`src/rtl/sb_pkg.sv`:
```
// Shared constants, frame-FSM state type and CRC-16 helper for the sideband receive path.
package sb_pkg;

    localparam logic [7:0]  DLE = 8'hFE;
    localparam logic [7:0]  STX = 8'h05;
    localparam logic [7:0]  ETX = 8'h40;

    localparam logic [15:0] CRC_POLY = 16'h8005;
    localparam logic [15:0] CRC_SEED = 16'hFFFF;

    typedef enum logic [1:0] {
        StHunt,
        StSof,
        StBody,
        StEsc
    } frame_state_e;

    // One byte of CRC-16, MSB first, no reflection.
    function automatic logic [15:0] crc16_byte(input logic [15:0] crc, input logic [7:0] data);
        logic [15:0] c;
        c = crc;
        for (int i = 7; i >= 0; i--) begin
            if (c[15] ^ data[i]) begin
                c = {c[14:0], 1'b0} ^ CRC_POLY;
            end else begin
                c = {c[14:0], 1'b0};
            end
        end
        return c;
    endfunction

endpackage

```
`src/rtl/sb_sym_deser.sv`:
```
// 10-bit sideband symbol deserializer: start 0, 8 data bits LSB first, stop 1.
module sb_sym_deser (
    input  logic       i_clk,
    input  logic       i_rst_n,
    input  logic       i_sbrx,
    output logic [7:0] o_byte,
    output logic       o_strobe,
    output logic       o_sym_error,
    output logic       o_stop_fail
);

    typedef enum logic [2:0] {
        SdIdle,
        SdStart,
        SdData,
        SdStop,
        SdArm
    } deser_state_e;

    deser_state_e r_state;
    logic [7:0]   r_shift;
    logic [7:0]   r_byte;
    logic [2:0]   r_bit_cnt;
    logic         r_strobe;
    logic         r_sym_error;

    // Early (unregistered) view of a bad stop bit so the framer can flag the abort in the same
    // cycle as the registered sym_error.
    assign o_stop_fail = (r_state == SdStop) && !i_sbrx;
    assign o_byte      = r_byte;
    assign o_strobe    = r_strobe;
    assign o_sym_error = r_sym_error;

    always_ff @(posedge i_clk or negedge i_rst_n) begin
        if (!i_rst_n) begin
            r_state     <= SdIdle;
            r_shift     <= '0;
            r_byte      <= '0;
            r_bit_cnt   <= '0;
            r_strobe    <= 1'b0;
            r_sym_error <= 1'b0;
        end else begin
            r_strobe    <= 1'b0;
            r_sym_error <= 1'b0;
            case (r_state)
                SdIdle: begin
                    if (!i_sbrx) r_state <= SdStart;
                end
                SdStart: begin
                    r_shift   <= {i_sbrx, r_shift[7:1]};
                    r_bit_cnt <= 3'd1;
                    r_state   <= SdData;
                end
                SdData: begin
                    r_shift   <= {i_sbrx, r_shift[7:1]};
                    r_bit_cnt <= r_bit_cnt + 3'd1;
                    if (r_bit_cnt == 3'd7) r_state <= SdStop;
                end
                SdStop: begin
                    if (i_sbrx) begin
                        r_byte   <= r_shift;
                        r_strobe <= 1'b1;
                        r_state  <= SdIdle;
                    end else begin
                        r_sym_error <= 1'b1;
                        r_state     <= SdArm;
                    end
                end
                SdArm: begin
                    if (i_sbrx) r_state <= SdIdle;
                end
                default: r_state <= SdIdle;
            endcase
        end
    end

endmodule

```
`src/rtl/sb_rx_framer.sv`:
```
// Sideband receive framer: strips DLE/STX..DLE/ETX framing and DLE stuffing, buffers the payload
// and checks the CRC-16 residue, presenting one transaction per good frame.
module sb_rx_framer
    import sb_pkg::*;
#(
    parameter int unsigned MAX_PAYLOAD = 8,
    parameter int unsigned LW          = $clog2(MAX_PAYLOAD + 1)
) (
    input  logic                     i_sb_clk,
    input  logic                     i_rst_n,
    input  logic                     i_sbrx,
    output logic [8*MAX_PAYLOAD-1:0] o_payload,
    output logic [LW-1:0]            o_payload_len,
    output logic                     o_crc_ok,
    output logic                     o_frame_valid,
    output logic                     o_frame_error,
    output logic                     o_sym_error
);

    // Buffer also holds the two trailing CRC bytes.
    localparam int unsigned BUF_BYTES = MAX_PAYLOAD + 2;
    localparam int unsigned CW        = $clog2(BUF_BYTES + 1);

    logic [7:0]    w_byte;
    logic          w_strobe;
    logic          w_stop_fail;
    logic          w_store;
    logic          w_full;

    frame_state_e  r_state;
    logic [15:0]   r_crc;
    logic [CW-1:0] r_count;
    logic [7:0]    r_buf [BUF_BYTES];

    sb_sym_deser u_deser (
        .i_clk       (i_sb_clk),
        .i_rst_n     (i_rst_n),
        .i_sbrx      (i_sbrx),
        .o_byte      (w_byte),
        .o_strobe    (w_strobe),
        .o_sym_error (o_sym_error),
        .o_stop_fail (w_stop_fail)
    );

    // A data byte is stored either directly in BODY or as an escaped DLE.
    always_comb begin
        w_store = 1'b0;
        if (w_strobe) begin
            if (r_state == StBody) begin
                w_store = (w_byte != DLE);
            end else if (r_state == StEsc) begin
                w_store = (w_byte == DLE);
            end
        end
    end

    assign w_full = (r_count == CW'(BUF_BYTES));

    always_ff @(posedge i_sb_clk or negedge i_rst_n) begin
        if (!i_rst_n) begin
            r_state       <= StHunt;
            r_crc         <= CRC_SEED;
            r_count       <= '0;
            for (int i = 0; i < int'(BUF_BYTES); i++) r_buf[i] <= '0;
            o_payload     <= '0;
            o_payload_len <= '0;
            o_crc_ok      <= 1'b0;
            o_frame_valid <= 1'b0;
            o_frame_error <= 1'b0;
        end else begin
            o_frame_valid <= 1'b0;
            o_frame_error <= 1'b0;
            if (w_stop_fail) begin
                if (r_state != StHunt) begin
                    o_frame_error <= 1'b1;
                    r_state       <= StHunt;
                end
            end else if (w_strobe) begin
                unique case (r_state)
                    StHunt: begin
                        if (w_byte == DLE) r_state <= StSof;
                    end
                    StSof: begin
                        if (w_byte == STX) begin
                            r_state <= StBody;
                            r_crc   <= crc16_byte(CRC_SEED, STX);
                            r_count <= '0;
                        end else if (w_byte != DLE) begin
                            r_state <= StHunt;
                        end
                    end
                    StBody: begin
                        if (w_byte == DLE) r_state <= StEsc;
                    end
                    StEsc: begin
                        if (w_byte == ETX) begin
                            r_state <= StHunt;
                            if (r_count < CW'(2)) begin
                                o_frame_error <= 1'b1;
                            end else begin
                                o_frame_valid <= 1'b1;
                                o_payload_len <= LW'(r_count - CW'(2));
                                o_crc_ok      <= (r_crc == 16'h0000);
                                for (int i = 0; i < int'(MAX_PAYLOAD); i++) begin
                                    o_payload[8*i +: 8] <= r_buf[i];
                                end
                            end
                        end else if (w_byte != DLE) begin
                            o_frame_error <= 1'b1;
                            r_state       <= StHunt;
                        end
                    end
                    default: r_state <= StHunt;
                endcase

                if (w_store) begin
                    if (w_full) begin
                        o_frame_error <= 1'b1;
                        r_state       <= StHunt;
                    end else begin
                        r_buf[r_count] <= w_byte;
                        r_crc          <= crc16_byte(r_crc, w_byte);
                        r_count        <= r_count + CW'(1);
                        r_state        <= StBody;
                    end
                end
            end
        end
    end

endmodule

```
`config.mk`:
```
export PLATFORM = sky130hd
export DESIGN_NAME = sb_rx_framer
export DESIGN_NICKNAME = d
export VERILOG_FILES = /design/src/rtl/sb_pkg.sv /design/src/rtl/sb_sym_deser.sv /design/src/rtl/sb_rx_framer.sv
export SDC_FILE = /design/constraint.sdc
export NUM_CORES = 1
export LEC_CHECK = 0
export BUFFER_PORTS_ARGS = -buffer_cell sky130_fd_sc_hd__buf_2
export CORE_MARGIN = 4
export CORE_UTILIZATION = 40
export CTS_BUF_LIST = sky130_fd_sc_hd__clkbuf_2 sky130_fd_sc_hd__clkbuf_4 sky130_fd_sc_hd__clkbuf_8
export DETAILED_ROUTE_END_ITERATION = 7
export HOLD_SLACK_MARGIN = 0.02
export PLACE_DENSITY = 0.66
export SYNTH_ARGS = -nofsm -noshare
export SYNTH_HDL_FRONTEND = slang
export SYNTH_HIERARCHICAL = 1
export SYNTH_SLANG_ARGS = --single-unit
```
`constraint.sdc`:
```
create_clock -name i_sb_clk -period 2.7 [get_ports i_sb_clk]
set_input_delay 0.54 -clock i_sb_clk [delete_from_list [all_inputs] [get_ports i_sb_clk]]
set_output_delay 0.54 -clock i_sb_clk [all_outputs]
set_load 0.02 [all_outputs]
```
==> results_tabular.tex <==
\begin{tabular}{lr}
\hline
Metric & Value \\
\hline
\multicolumn{2}{l}{\textbf{Critical path}} \\
\quad Crit path launch & r\_count[0] \\
\quad Required time reported for the critical path endpoint & around 3.0 ns \\
\quad Kind of critical path & reg2reg \\
\quad R2R Setup Slk & 0.21 ns \\
\quad Launching element type of the critical path & flip-flop \\
\quad Crit end category & flip-flop \\
\quad Worst-path maximum fanout & 10 \\
\quad Reg2reg start & r\_count[0] \\
\quad Critical Path AT & roughly 2.8 ns \\
\multicolumn{2}{l}{\textbf{Logic synthesis}} \\
\quad Most instantiated flip-flop cell in the synthesis netlist & dfrtp\_1 \\
\quad Number of nets in the synthesized netlist & around 640 \\
\quad Mean area per synthesized cell & roughly 12 um\^{}2 \\
\quad Total standard cell area after synthesis & about 7500 um\^{}2 \\
\quad Ys async rst share & 1.00 \\
\quad Number of flip-flops and latches in the synthesized netlist & between 150 and 200 \\
\quad EDFF count, synth & 0 \\
\quad Cell variety after synth & 48 \\
\quad Gate Count Post-Synth & $\sim$630 \\
\quad Sequential-to-total area share from yosys stat & 0.608 \\
\quad Yosys Warn Count & 6 \\
\multicolumn{2}{l}{\textbf{Clock tree}} \\
\quad H-tree depth & 4 \\
\quad Hold bufs inserted after CTS & 0 \\
\quad Clock tree from TritonCTS & yes \\
\quad Clock transition at the register clock pins on the worst setup and hold paths after CTS & about 0.090 ns \\
\quad Clock Root Buffer & clkbuf\_8 \\
\quad Number of buffers created by CTS & 17 \\
\quad Max Buffers Root-to-Sink & 2 \\
\quad Later-pin clock latency in the skew report & 0.46 ns \\
\quad Clock tree sinks & $\sim$180 \\
\quad PostCTS Resize Cnt & 0 \\
\quad Number of buffers added for setup after CTS & 0 \\
\multicolumn{2}{l}{\textbf{Cells and area}} \\
\quad Syn-to-layout area delta & 14.8\% \\
\quad Number of nets in the finished design & roughly 730 \\
\quad Number of antenna repair diodes & 0 \\
\quad Layout cells sized above 1 & 0.325 \\
\quad Fill count & 1670 \\
\multicolumn{2}{l}{\textbf{Timing}} \\
\quad Final number of setup-violating endpoints & 0 \\
\quad Setup repair after global routing missed its margin & false \\
\quad Portion of the clock cycle consumed by the worst path in the final layout & 0.923 \\
\quad Time the final worst path needs with I/O delays and setup & between 2 and 2.5 ns \\
\quad Tightest slew margin relative to the limit & 0.557 \\
\quad Maximum clock rate & 0.401 GHz \\
\quad Sum of negative setup slack & 0 ns \\
\quad Fin. max-slew vios & 0 \\
\quad Hold Fails Final Rpt & 0 \\
\quad Worst-case setup margin in the final layout & between 0.2 and 0.25 ns \\
\quad Transition time at the pin with the least slew margin & 0.665 ns \\
\quad Clock skew after layout & approximately 0.014 ns \\
\multicolumn{2}{l}{\textbf{Pwr}} \\
\quad Static leakage power & 4.59 nW \\
\quad Peak supply drop & about 0.00040 V \\
\quad Total power divided by cell area & around 760 nW/um\^{}2 \\
\quad Final total power & between 0.006 and 0.007 W \\
\multicolumn{2}{l}{\textbf{Die}} \\
\quad Total Die Area & 20900 um\^{}2 \\
\quad Total number of placement rows & 49 \\
\quad Number of top-level design ports & 75 \\
\quad Die boundary height & roughly 140 um \\
\quad Core Box Area & between 15000 and 20000 um\^{}2 \\
\quad Initial standard-cell utilization of the core & 0.412 \\
\quad X dimension of the die & about 140 um \\
\multicolumn{2}{l}{\textbf{Placement}} \\
\quad Worst slack at placement & roughly 0.26 ns \\
\quad I/O Buffers & between 70 and 80 \\
\quad Half-perimeter wire length after detailed placement & roughly 11000 um \\
\quad Gp weighted congestion & roughly 0.81 \\
\multicolumn{2}{l}{\textbf{Job}} \\
\quad Maxcap violations & 0 \\
\multicolumn{2}{l}{\textbf{Global route}} \\
\quad Largest net degree at the start of global routing & just under 70 \\
\quad GRT Residual Overflow & 0 \\
\quad Global-route wire length before repair & 26200 um \\
\quad Vias in the first global route & 5076 \\
\quad Number of antenna violations at the first check in global routing & 0 \\
\quad Combined global-route utilization of all metal layers & 0.160 \\
\multicolumn{2}{l}{\textbf{Routing}} \\
\quad Final Routed Wirelength & around 16000 um \\
\quad Wirelength per Cell & $\sim$16 um \\
\quad Number of routed nets with antenna violations & 0 \\
\quad DRT Pass-1 Iters & 4 \\
\quad Number of vias in the routed layout & 4813 \\
\quad Via density & around 5 \\
\quad Detailed Route Iter0 Violations & between 200 and 300 \\
\quad Detailed-route DRC error count & 0 \\
\multicolumn{2}{l}{\textbf{Worst hold path}} \\
\quad Type of the worst min-delay path & in2async \\
\multicolumn{2}{l}{\textbf{Outcome}} \\
\quad Outcome & finished clean \\
\hline
\end{tabular}
==> per-layer routing <==
layer / vias to the layer above / part of all wire / GRT usage
li1: 2267 / - / -
met1: 2420 / 0.46 / 0.216
met2: 109 / 0.49 / 0.259
met3: 17 / 0.043 / 0.0391
met4: 0 / 0.013 / 0.0447
met5: - / 0 / 0
==> sequential cells by signal (all words and copies together), names as in the netlist <==
register	cells
u_deser/r_state	3
o_frame_valid	1
u_deser/r_bit_cnt	3
u_deser/r_shift	8
o_payload_len	4
r_state	2
r_buf	64
o_frame_error	1
o_payload	64
o_crc_ok	1
u_deser/o_strobe	1
r_crc	16
u_deser/o_byte	8
u_deser/o_sym_error	1
r_count	4
==> Yosys cell counts, drive strengths merged (2+ instances only) <==
library cell | instances | share of area
and3 | 3 | 0.0025
inv | 10 | 0.0050
clkbuf | 11 | 0.0055
buf | 23 | 0.024
a2bb2oi | 4 | 0.0047
nor3 | 4 | 0.0027
or3 | 2 | 0.0023
xnor2 | 15 | 0.020
a22o | 9 | 0.011
nand2 | 204 | 0.10
nor2 | 10 | 0.0072
dfrtp | 165 | 0.55
o22a | 6 | 0.0070
dfstp | 16 | 0.056
xor2 | 6 | 0.0070
nand3b | 2 | 0.0020
a21oi | 9 | 0.0060
nand3 | 7 | 0.0047
ha | 8 | 0.013
nor4 | 4 | 0.0033
o21ai | 8 | 0.0054
xnor3 | 2 | 0.0060
o211ai | 2 | 0.0020
or2 | 3 | 0.0025
nand4b | 2 | 0.0044
nand4 | 4 | 0.0033
mux2 | 81 | 0.12
==> area by class of cell <==
| cell class | count | area [um^2] | share of cell area |
|---|---|---|---|
| sequential | 181 | 4550 | 0.530 |
| multi-input combinational | 408 | 2670 | 0.311 |
| timing repair buffer | 98 | 594 | 0.0693 |
| tap | 229 | 287 | 0.0334 |
| clock buffer | 19 | 262 | 0.0305 |
| clock inverter | 13 | 179 | 0.0209 |
| inverter | 10 | 37.5 | 0.00437 |
==> metrics by stage <==
stage | utilization | area, um^2 | cells | hold slack (ns)
final | 0.473 | 8580 | 958 | 0.0818
after detailed placement | 0.449 | 8140 | 926 | 0.456
after global placement | 0.449 | 8140 | 926 | 0.447
after CTS | 0.473 | 8580 | 958 | 0.0880
after global routing | 0.473 | 8580 | 958 | 0.114
after floorplan | - | 7480 | 633 | 0.244
==> final timing paths <==
path | endpoint | depth (start not counted)
min in group i_sb_clk | u_deser/r_state[2] | 2
setup / recovery | r_buf[27] | 7
hold reg to reg | o_payload[18] | 2
setup reg to reg | r_buf[27] | 7
max in group asynchronous | r_buf[66] | 2
hold / removal | u_deser/r_bit_cnt[0] | 1
==> cell families after synthesis <==
group           count (synthesis)  share of synthesized area
simple gates                  251                      0.144
flops                         181                      0.608
mux                            81                      0.123
compound gates                 44                     0.0423
buf+inv                        44                     0.0341
xor+xnor                       23                     0.0331
fa+ha+maj                       9                     0.0147
==> layout by cell type, fill, tap and decap left out, types with 4 or more instances in the layout <==
master,n
a21oi_1,9
a22o_1,9
a2bb2oi_1,4
buf_2,73
buf_4,21
bufinv_16,4
clkbuf_8,19
clkinv_2,5
dfrtp_1,165
dfstp_2,16
ha_1,8
inv_1,9
mux2_2,79
nand2_1,204
nand3_1,7
nand4_1,4
nor2_1,9
nor3_1,4
nor4_1,4
o21ai_0,8
o22a_1,6
xnor2_1,14
xor2_1,6
==> worst max-delay path, cell delays in order (launching register included) <==
cell	delay [ns]
dfrtp_1	0.45
inv_1	0.11
ha_1	0.24
nand3b_1	0.16
and2_1	0.17
and4b_1	0.38
and4_1	0.48
mux2_2	0.39
==> where the power goes <==
| part | internal, W | switching, W |
|---|---|---|
| clock | 0.00106 | 0.000938 |
| combinational | 0.000725 | 0.000772 |
| sequential | 0.00288 | 0.000183 |
Note: power is estimated with default switching activity, not from simulation.
